==> src/rtl/lsu_pkg.sv <==
// Shared types and encodings for the load/store unit controller.
package lsu_pkg;

  typedef enum logic [1:0] {
    StIdle   = 2'd0,
    StRdWait = 2'd1,
    StResp   = 2'd2
  } lsu_state_e;

  localparam logic [2:0] F3Lb  = 3'b000;
  localparam logic [2:0] F3Lh  = 3'b001;
  localparam logic [2:0] F3Lw  = 3'b010;
  localparam logic [2:0] F3Lbu = 3'b100;
  localparam logic [2:0] F3Lhu = 3'b101;

  localparam logic [1:0] SizeWord = 2'b00;
  localparam logic [1:0] SizeHalf = 2'b01;
  localparam logic [1:0] SizeByte = 2'b10;

endpackage

==> src/rtl/lsu_decode.sv <==
// Combinational access decode: funct3/direction/address to size, signedness,
// misalignment and the naturally aligned address.
module lsu_decode
  import lsu_pkg::*;
#(
  parameter int unsigned DM_ADDRESS = 9
) (
  input  logic [2:0]            funct3_i,
  input  logic                  write_i,
  input  logic [DM_ADDRESS-1:0] addr_i,
  output logic [1:0]            size_o,
  output logic                  signed_o,
  output logic                  misalign_o,
  output logic [DM_ADDRESS-1:0] addr_o
);

  logic [1:0] size;

  always_comb begin
    // Unsigned encodings have no store counterpart, so stores fall back to word.
    case (funct3_i)
      F3Lb:    size = SizeByte;
      F3Lh:    size = SizeHalf;
      F3Lw:    size = SizeWord;
      F3Lbu:   size = write_i ? SizeWord : SizeByte;
      F3Lhu:   size = write_i ? SizeWord : SizeHalf;
      default: size = SizeWord;
    endcase

    misalign_o = ((size == SizeHalf) && addr_i[0]) ||
                 ((size == SizeWord) && (addr_i[1:0] != 2'b00));

    addr_o = addr_i;
    if (size == SizeHalf) begin
      addr_o[0] = 1'b0;
    end else if (size == SizeWord) begin
      addr_o[1:0] = 2'b00;
    end

    size_o   = size;
    signed_o = ~funct3_i[2];
  end

endmodule

==> src/rtl/lsu_ctrl.sv <==
// Load/store controller: one-cycle stores, fixed-latency loads with response.
// Define LSU_MISALIGN_TRAP_EN to trap misaligned accesses instead of aligning them.
module lsu_ctrl
  import lsu_pkg::*;
#(
  parameter int unsigned DM_ADDRESS = 9,
  parameter int unsigned DATA_W     = 32,
  parameter int unsigned LOAD_LAT   = 2
) (
  input  logic                  clk,
  input  logic                  reset,
  input  logic                  req_valid,
  output logic                  req_ready,
  input  logic                  req_write,
  input  logic [2:0]            req_funct3,
  input  logic [DM_ADDRESS-1:0] req_addr,
  input  logic [DATA_W-1:0]     req_wdata,
  input  logic [4:0]            req_rd,
  input  logic                  flush,
  output logic                  resp_valid,
  output logic [DATA_W-1:0]     resp_data,
  output logic [4:0]            resp_rd,
  output logic                  resp_misalign,
  output logic                  dm_MemRead,
  output logic                  dm_MemWrite,
  output logic [DM_ADDRESS-1:0] dm_a,
  output logic [DATA_W-1:0]     dm_wd,
  output logic [1:0]            dm_LoadSize,
  output logic                  dm_LoadSigned,
  output logic [2:0]            dm_Funct3,
  input  logic [DATA_W-1:0]     dm_rd
);

  localparam int unsigned CntW = (LOAD_LAT > 0) ? $clog2(LOAD_LAT + 1) : 1;

  lsu_state_e            state_q, state_d;
  logic [CntW-1:0]       cnt_q, cnt_d;
  logic [4:0]            tag_q, tag_d;
  logic                  dm_mem_read_q, dm_mem_read_d;
  logic                  dm_mem_write_q, dm_mem_write_d;
  logic [DM_ADDRESS-1:0] dm_a_q, dm_a_d;
  logic [DATA_W-1:0]     dm_wd_q, dm_wd_d;
  logic [1:0]            dm_load_size_q, dm_load_size_d;
  logic                  dm_load_signed_q, dm_load_signed_d;
  logic [2:0]            dm_funct3_q, dm_funct3_d;
  logic                  resp_valid_q, resp_valid_d;
  logic [DATA_W-1:0]     resp_data_q, resp_data_d;
  logic [4:0]            resp_rd_q, resp_rd_d;

  logic [1:0]            dec_size;
  logic                  dec_signed;
  logic                  dec_misalign;
  logic [DM_ADDRESS-1:0] dec_addr;
  logic                  accept;
  logic                  issue;

  lsu_decode #(
    .DM_ADDRESS (DM_ADDRESS)
  ) u_decode (
    .funct3_i   (req_funct3),
    .write_i    (req_write),
    .addr_i     (req_addr),
    .size_o     (dec_size),
    .signed_o   (dec_signed),
    .misalign_o (dec_misalign),
    .addr_o     (dec_addr)
  );

  // A trap response sits in IDLE, so hold off one cycle to keep responses spaced.
  assign req_ready = (state_q == StIdle) && !flush && !resp_valid_q;
  assign accept    = req_valid && req_ready;

`ifdef LSU_MISALIGN_TRAP_EN
  logic resp_misalign_q, resp_misalign_d;
  assign resp_misalign = resp_misalign_q;
`else
  logic unused_misalign;
  assign unused_misalign = dec_misalign;
  assign resp_misalign   = 1'b0;
`endif

  always_comb begin
    state_d          = state_q;
    cnt_d            = cnt_q;
    tag_d            = tag_q;
    dm_mem_read_d    = 1'b0;
    dm_mem_write_d   = 1'b0;
    dm_a_d           = '0;
    dm_wd_d          = '0;
    dm_load_size_d   = '0;
    dm_load_signed_d = 1'b0;
    dm_funct3_d      = '0;
    resp_valid_d     = 1'b0;
    resp_data_d      = resp_data_q;
    resp_rd_d        = resp_rd_q;
    issue            = 1'b0;
`ifdef LSU_MISALIGN_TRAP_EN
    resp_misalign_d  = 1'b0;
`endif

    unique case (state_q)
      StIdle: begin
        if (accept) begin
`ifdef LSU_MISALIGN_TRAP_EN
          if (dec_misalign) begin
            resp_valid_d    = 1'b1;
            resp_misalign_d = 1'b1;
            resp_data_d     = '0;
            resp_rd_d       = req_rd;
          end else begin
            issue = 1'b1;
          end
`else
          issue = 1'b1;
`endif
        end
      end
      StRdWait: begin
        if (cnt_q == '0) begin
          resp_data_d  = dm_rd;
          resp_rd_d    = tag_q;
          resp_valid_d = 1'b1;
          state_d      = StResp;
        end else begin
          cnt_d = cnt_q - 1'b1;
        end
      end
      StResp:  state_d = StIdle;
      default: state_d = StIdle;
    endcase

    if (issue) begin
      dm_a_d      = dec_addr;
      dm_funct3_d = req_funct3;
      if (req_write) begin
        dm_mem_write_d = 1'b1;
        dm_wd_d        = req_wdata;
      end else begin
        dm_mem_read_d    = 1'b1;
        dm_load_size_d   = dec_size;
        dm_load_signed_d = dec_signed;
        tag_d            = req_rd;
        cnt_d            = CntW'(LOAD_LAT);
        state_d          = StRdWait;
      end
    end

    // Kill any in-flight load; the response registers keep their old contents.
    if (flush) begin
      state_d      = StIdle;
      cnt_d        = '0;
      resp_valid_d = 1'b0;
      resp_data_d  = resp_data_q;
      resp_rd_d    = resp_rd_q;
    end
  end

  always_ff @(posedge clk or posedge reset) begin
    if (reset) begin
      state_q          <= StIdle;
      cnt_q            <= '0;
      tag_q            <= '0;
      dm_mem_read_q    <= 1'b0;
      dm_mem_write_q   <= 1'b0;
      dm_a_q           <= '0;
      dm_wd_q          <= '0;
      dm_load_size_q   <= '0;
      dm_load_signed_q <= 1'b0;
      dm_funct3_q      <= '0;
      resp_valid_q     <= 1'b0;
      resp_data_q      <= '0;
      resp_rd_q        <= '0;
`ifdef LSU_MISALIGN_TRAP_EN
      resp_misalign_q  <= 1'b0;
`endif
    end else begin
      state_q          <= state_d;
      cnt_q            <= cnt_d;
      tag_q            <= tag_d;
      dm_mem_read_q    <= dm_mem_read_d;
      dm_mem_write_q   <= dm_mem_write_d;
      dm_a_q           <= dm_a_d;
      dm_wd_q          <= dm_wd_d;
      dm_load_size_q   <= dm_load_size_d;
      dm_load_signed_q <= dm_load_signed_d;
      dm_funct3_q      <= dm_funct3_d;
      resp_valid_q     <= resp_valid_d;
      resp_data_q      <= resp_data_d;
      resp_rd_q        <= resp_rd_d;
`ifdef LSU_MISALIGN_TRAP_EN
      resp_misalign_q  <= resp_misalign_d;
`endif
    end
  end

  assign dm_MemRead    = dm_mem_read_q;
  assign dm_MemWrite   = dm_mem_write_q;
  assign dm_a          = dm_a_q;
  assign dm_wd         = dm_wd_q;
  assign dm_LoadSize   = dm_load_size_q;
  assign dm_LoadSigned = dm_load_signed_q;
  assign dm_Funct3     = dm_funct3_q;
  assign resp_valid    = resp_valid_q;
  assign resp_data     = resp_data_q;
  assign resp_rd       = resp_rd_q;

endmodule

==> config.mk <==
export PLATFORM = sky130hd
export DESIGN_NAME = lsu_ctrl
export DESIGN_NICKNAME = d
export VERILOG_FILES = /design/src/rtl/lsu_pkg.sv /design/src/rtl/lsu_decode.sv /design/src/rtl/lsu_ctrl.sv
export SDC_FILE = /design/constraint.sdc
export NUM_CORES = 1
export LEC_CHECK = 0
export BUFFER_PORTS_ARGS = -buffer_cell sky130_fd_sc_hd__buf_2
export CAP_MARGIN = 15
export CORE_AREA = 2 2 124 126
export CTS_BUF_LIST = sky130_fd_sc_hd__clkbuf_4
export CTS_CLUSTER_SIZE = 28
export DETAILED_ROUTE_END_ITERATION = 6
export DIE_AREA = 0 0 126 128
export GPL_TIMING_DRIVEN = 0
export PLACE_DENSITY_LB_ADDON = 0.1
export SYNTH_ARGS = -nofsm -noshare
export SYNTH_HDL_FRONTEND = slang
export SYNTH_HIERARCHICAL = 1
export SYNTH_SLANG_ARGS = --single-unit
==> constraint.sdc <==
create_clock -name clk -period 4.65 [get_ports clk]
set_input_delay 1.1625 -clock clk [delete_from_list [all_inputs] [get_ports clk]]
set_output_delay 1.1625 -clock clk [all_outputs]
set_load 0.01 [all_outputs]
==> flow_summary_export.csv, run 1 <==
group,metric,value,unit
floorplan,initial_core_util,24.32,%
sta,finalCritPeriodShare,66.40,%
worst_setup_path,start_kind,"input pin",
floorplan,core,14860,um2
worst_setup_path,required,3.49,ns
clock_network,clkTransAtPathRegs,0.13,ns
sta,timing.hold.ws,0.5170,ns
global_routing,grt_pass1_wl,12710,um
worst_setup_path,cp_cell_sequence,"buf_2, or3_1, nor2_1, buf_2",
worst_setup_path,arrival,1.92,ns
final_layout,drive_gt1_share,58.70,%
hold_path,hold_path.class,"register to register",
synthesis,synthCells,231,
job,maxCapViolations,0,
clock_network,cts_htree_levels,3,
final_layout,syn2layout_area_growth,34.13,%
worst_setup_path,cp_max_fo,6,
clock_network,clock_latency,0.45,ns
route,route.detailed.drc,0,
final_layout,num-nets-final,495,
sta,rsz0062_at_grt,"no",
hold_path,min-delay-start,"resp_rd[3]",
worst_setup_path,cpPeakStageDelay,0.38,ns
floorplan,die_w,126,um
worst_setup_path,r2r-end,"dm_wd[3]",
floorplan,die_area,16130,um2
global_routing,grt_max_degree,53,
pwr,vdd_ir_drop_max,0.1641,mV
worst_setup_path,cpMaxStageDelayCell,"or3_1",
floorplan,die_y,128,um
global_routing,grt_usage,10.43,%
global_routing,antenna_found_initial,1,
route,routed_wl,8078,um
synthesis,synth_area_per_cell,15.65,um2
clock_network,cts_setup_buffers,0,
final_layout,utilization,32.62,%
sta,max_slew_margin,60.05,%
floorplan,fp-row-count,45,
placement,dp_hpwl,5840,um
route,via_count,2332,
sta,finalClockSkew,0.01166,ns
route,drt-wirelength-per-cell,13.40,um
worst_setup_path,cp_common_cell,"buf_2",
pwr,p_leak,2.631,nW
sta,max_clock_freq,0.3239,GHz
worst_setup_path,critPathKind,"input pin to output pin",
sta,worst_slew_pin_slew,0.5993,ns
pwr,p_total,1.961,mW
hold_path,min_to,"resp_rd[3]",
hold_path,hold_depth,1,
clock_network,cts_tree,"built",
sta,finalHoldViolations,0,
floorplan,ios,175,
sta,timing.final.ws_setup,1.563,ns
clock_network,numCtsBuffers,9,
synthesis,syn-num-nets,317,
clock_network,cts_sinks,96,
route,dr.first_iter.drc_count,102,
synthesis,syn_area,3615,um2
sta,drv_slew,0,
placement,pre_cts_slack,1.565,ns
route,first_pass_iters,4,
final_layout,final_cells,603,
final_layout,final_common_cell,"buf_2",
worst_setup_path,r2r_start,"state_q[0]",
placement,io_buffers,166,
worst_setup_path,cp-end-kind,"output pin",
final_layout,fillers,1586,
clock_network,cts_buffer_depth,2,
clock_network,ctsHoldBuffers,0,
worst_setup_path,reg2reg_depth,4,
synthesis,yosysWarnings,6,
global_routing,globalRouteOverflowTotal,0,
placement,gp_congestion,0.6643,
worst_setup_path,reg2reg_slack,2.74,ns
clock_network,cts_resized,0,
clock_network,root_buffer,"clkbuf_4",
outcome,outcome,"finished, final reports clean",
placement,placed_area,4711,um2
placement,place_inst,586,
sta,fin_crit,3.087,ns
route,viasPerCell,3.867,
global_routing,first_global_vias,2392,
final_layout,design_area,4848,um2
pwr,power.density,404.4,nW/um2
final_layout,final_cell_mix,"buf_2 (167), dfrtp_1 (96), and2_1 (47), mux2_4 (29), mux2_2 (13)",
route,ant_nets,0,
sta,finalSetupViolCount,0,
sta,finalSetupTns,0,ns
==> worst max path at each step <==
stage / startpoint / to / cells after the start
finish: flush / req_ready / 4
detailed placement: flush / req_ready / 4
global route: flush / req_ready / 4
global placement: reset / dm_wd[2] / 2
CTS: flush / req_ready / 4
floorplan: reset / cnt_q[0] / 1
==> report_power, final <==
part	internal, mW	leakage, nW	switching [mW]
clock network	0.179	0.0726	0.273
registers	0.973	1.24	0.0675
logic	0.272	1.32	0.195
total	1.42	2.63	0.536
==> layout make-up <==
cell class                 count  area [um2]  area share [%]
inverter                       6       32.53          0.6710
sequential                    96        2402           49.55
clock buffer                  12       90.09           1.858
clock inverter                 4       45.04          0.9290
multi-input combinational    113        1033           21.32
antenna                        1       2.502         0.05161
timing repair buffer         167       858.3           17.70
tap                          188       235.2           4.852
buffer                        16       148.9           3.071
==> worst max-delay path: cells and delay by family <==
kind | cells | cell delay, ns
buf+inv | 2 | 0.27
simple gates | 2 | 0.49
==> registers in the layout, indices dropped and copies added, names as in the netlist, 2 cells and up <==
signal,flops
cnt_q,2
dm_Funct3,3
dm_LoadSize,2
dm_a,9
dm_wd,32
resp_data,32
resp_rd,5
state_q,2
tag_q,5
==> layer usage <==
metal | up-vias | track usage, % | routed length [um]
met2 | 88 | 16.03 | 3925
met4 | 0 | 6.399 | 167
li1 | 1103 | - | -
met5 | - | 0 | 0
met1 | 1131 | 13.23 | 3455
met3 | 10 | 2.629 | 529
No activity file was read; power rests on OpenSTA's default activity.
==> run 2: changes to the inputs <==
clock period = 2.75 ns   (was 4.65 ns; I/O delays follow)
==> flow_summary_export.csv, run 2 (synthesis results as in run 1) <==
group,metric,value,unit
global_routing,first_global_vias,2428,
route,first_pass_iters,4,
global_routing,grt_pass1_wl,12780,um
route,drt-wirelength-per-cell,13.39,um
sta,fin_crit,2.301,ns
worst_setup_path,start_kind,"register",
placement,place_inst,587,
sta,finalClockSkew,0.02149,ns
clock_network,cts_resized,0,
pwr,p_sw,0.9398,mW
final_layout,drive_gt1_share,59.28,%
clock_network,cts_tree,"built",
route,via_count,2332,
clock_network,clock_latency,0.47,ns
pwr,power.share.clock,25.7,%
worst_setup_path,required,2.06,ns
worst_setup_path,arrival,1.61,ns
pwr,switching_share,27.38,%
clock_network,root_buffer,"clkbuf_4",
placement,dp_hpwl,6031,um
final_layout,final_cell_mix,"buf_2 (167), dfrtp_1 (96), and2_1 (47), mux2_4 (29), mux2_2 (13)",
sta,finalSetupViolCount,0,
sta,max_clock_freq,0.4346,GHz
route,viasPerCell,3.861,
clock_network,cts_htree_levels,3,
worst_setup_path,critPathKind,"register to output pin",
clock_network,clkTransAtPathRegs,0.15,ns
global_routing,grt_usage,10.43,%
floorplan,ios,175,
clock_network,cts_buffer_depth,2,
clock_network,ctsHoldBuffers,0,
pwr,vdd_ir_drop_max,0.2932,mV
sta,max_slew_margin,64.27,%
final_layout,final_common_cell,"buf_2",
route,ant_nets,0,
sta,drv_slew,0,
route,routed_wl,8089,um
clock_network,cts_setup_buffers,0,
sta,worst_slew_pin_slew,0.5348,ns
floorplan,core,14860,um2
pwr,p_leak,2.652,nW
global_routing,grt_max_degree,39,
pwr,power.density,701.5,nW/um2
floorplan,fp-row-count,45,
global_routing,globalRouteOverflowTotal,0,
worst_setup_path,cp_max_fo,4,
outcome,outcome,"finished, final reports clean",
placement,gp_congestion,0.7340,
clock_network,cts_sinks,96,
worst_setup_path,cp-end-kind,"output pin",
floorplan,initial_core_util,24.32,%
sta,finalCritPeriodShare,83.66,%
placement,io_buffers,166,
job,maxCapViolations,0,
floorplan,die_area,16130,um2
sta,finalHoldViolations,0,
pwr,p_seq_share,51.3,%
final_layout,syn2layout_area_growth,35.38,%
clock_network,numCtsBuffers,9,
global_routing,antenna_found_initial,1,
route,route.detailed.drc,0,
pwr,pwr-share-comb,23.0,%
final_layout,final_cells,604,
pwr,internal_power,2.493,mW
sta,rsz0062_at_grt,"no",
floorplan,die_w,126,um
route,dr.first_iter.drc_count,44,
hold_path,hold_path.class,"input pin to async pin",
final_layout,num-nets-final,496,
floorplan,die_y,128,um
sta,finalSetupTns,0,ns
[run 2: final timing paths]
| check | startpoint | to | slack, ns | depth (start not counted) |
|---|---|---|---|---|
| min in group clk | req_wdata[3] | dm_wd[3] | 0.40 | 2 |
| hold / removal | reset | dm_wd[21] | 0.25 | 2 |
| setup / recovery | state_q[0] | req_ready | 0.45 | 3 |
| max in group asynchronous | reset | tag_q[2] | 1.93 | 3 |
| setup reg to reg | state_q[1] | resp_data[8] | 0.90 | 6 |
| hold reg to reg | tag_q[2] | resp_rd[2] | 0.51 | 1 |
[run 2: power groups by stage]
stage / Sequential, mW / Combinational [mW] / Clock [mW]
finish: 1.76 / 0.790 / 0.882
global route: 1.80 / 0.861 / 0.984
CTS: 1.76 / 0.810 / 0.942
detailed placement: 1.79 / 0.809 / 0
global placement: 1.78 / 0.801 / 0
floorplan: 1.89 / 0.350 / 0
[run 2: cell type report]
cell class	instances	area, um2
fill	1584	9971
sequential	96	2402
multi-input combinational	113	1033
timing repair buffer	168	870.8
tap	188	235.2
buffer	16	148.9
clock inverter	6	91.34
clock buffer	10	75.07
inverter	6	33.78
antenna	1	2.502
[run 2: layer usage]
layer / GRT usage (%) / vias up / part of all wire [%]
li1: - / 1101 / -
met2: 16.48 / 78 / 50
met4: 6.787 / 0 / 3.1
met3: 2.922 / 14 / 6.2
met5: 0 / - / 0
met1: 12.52 / 1139 / 41
[run 2: worst max-delay path: stages (launching register included)]
cell and delay (ns):
dfrtp_1 0.46, or3_1 0.44, nor2_1 0.11, buf_2 0.15
[run 2: stage by stage]
step	hold slack [ns]	worst slack [ns]	power, mW	cell area, um2	utilization, %
after global routing	0.2268	0.3026	3.641	4893	32.92
final	0.2491	0.4493	3.433	4893	32.92
after floorplan	0.4766	0.7703	2.244	3618	-
after global placement	0.4811	0.1603	2.583	4684	31.52
after detailed placement	0.4866	0.5077	2.597	4725	31.78
after CTS	0.1900	0.3691	3.517	4891	32.90
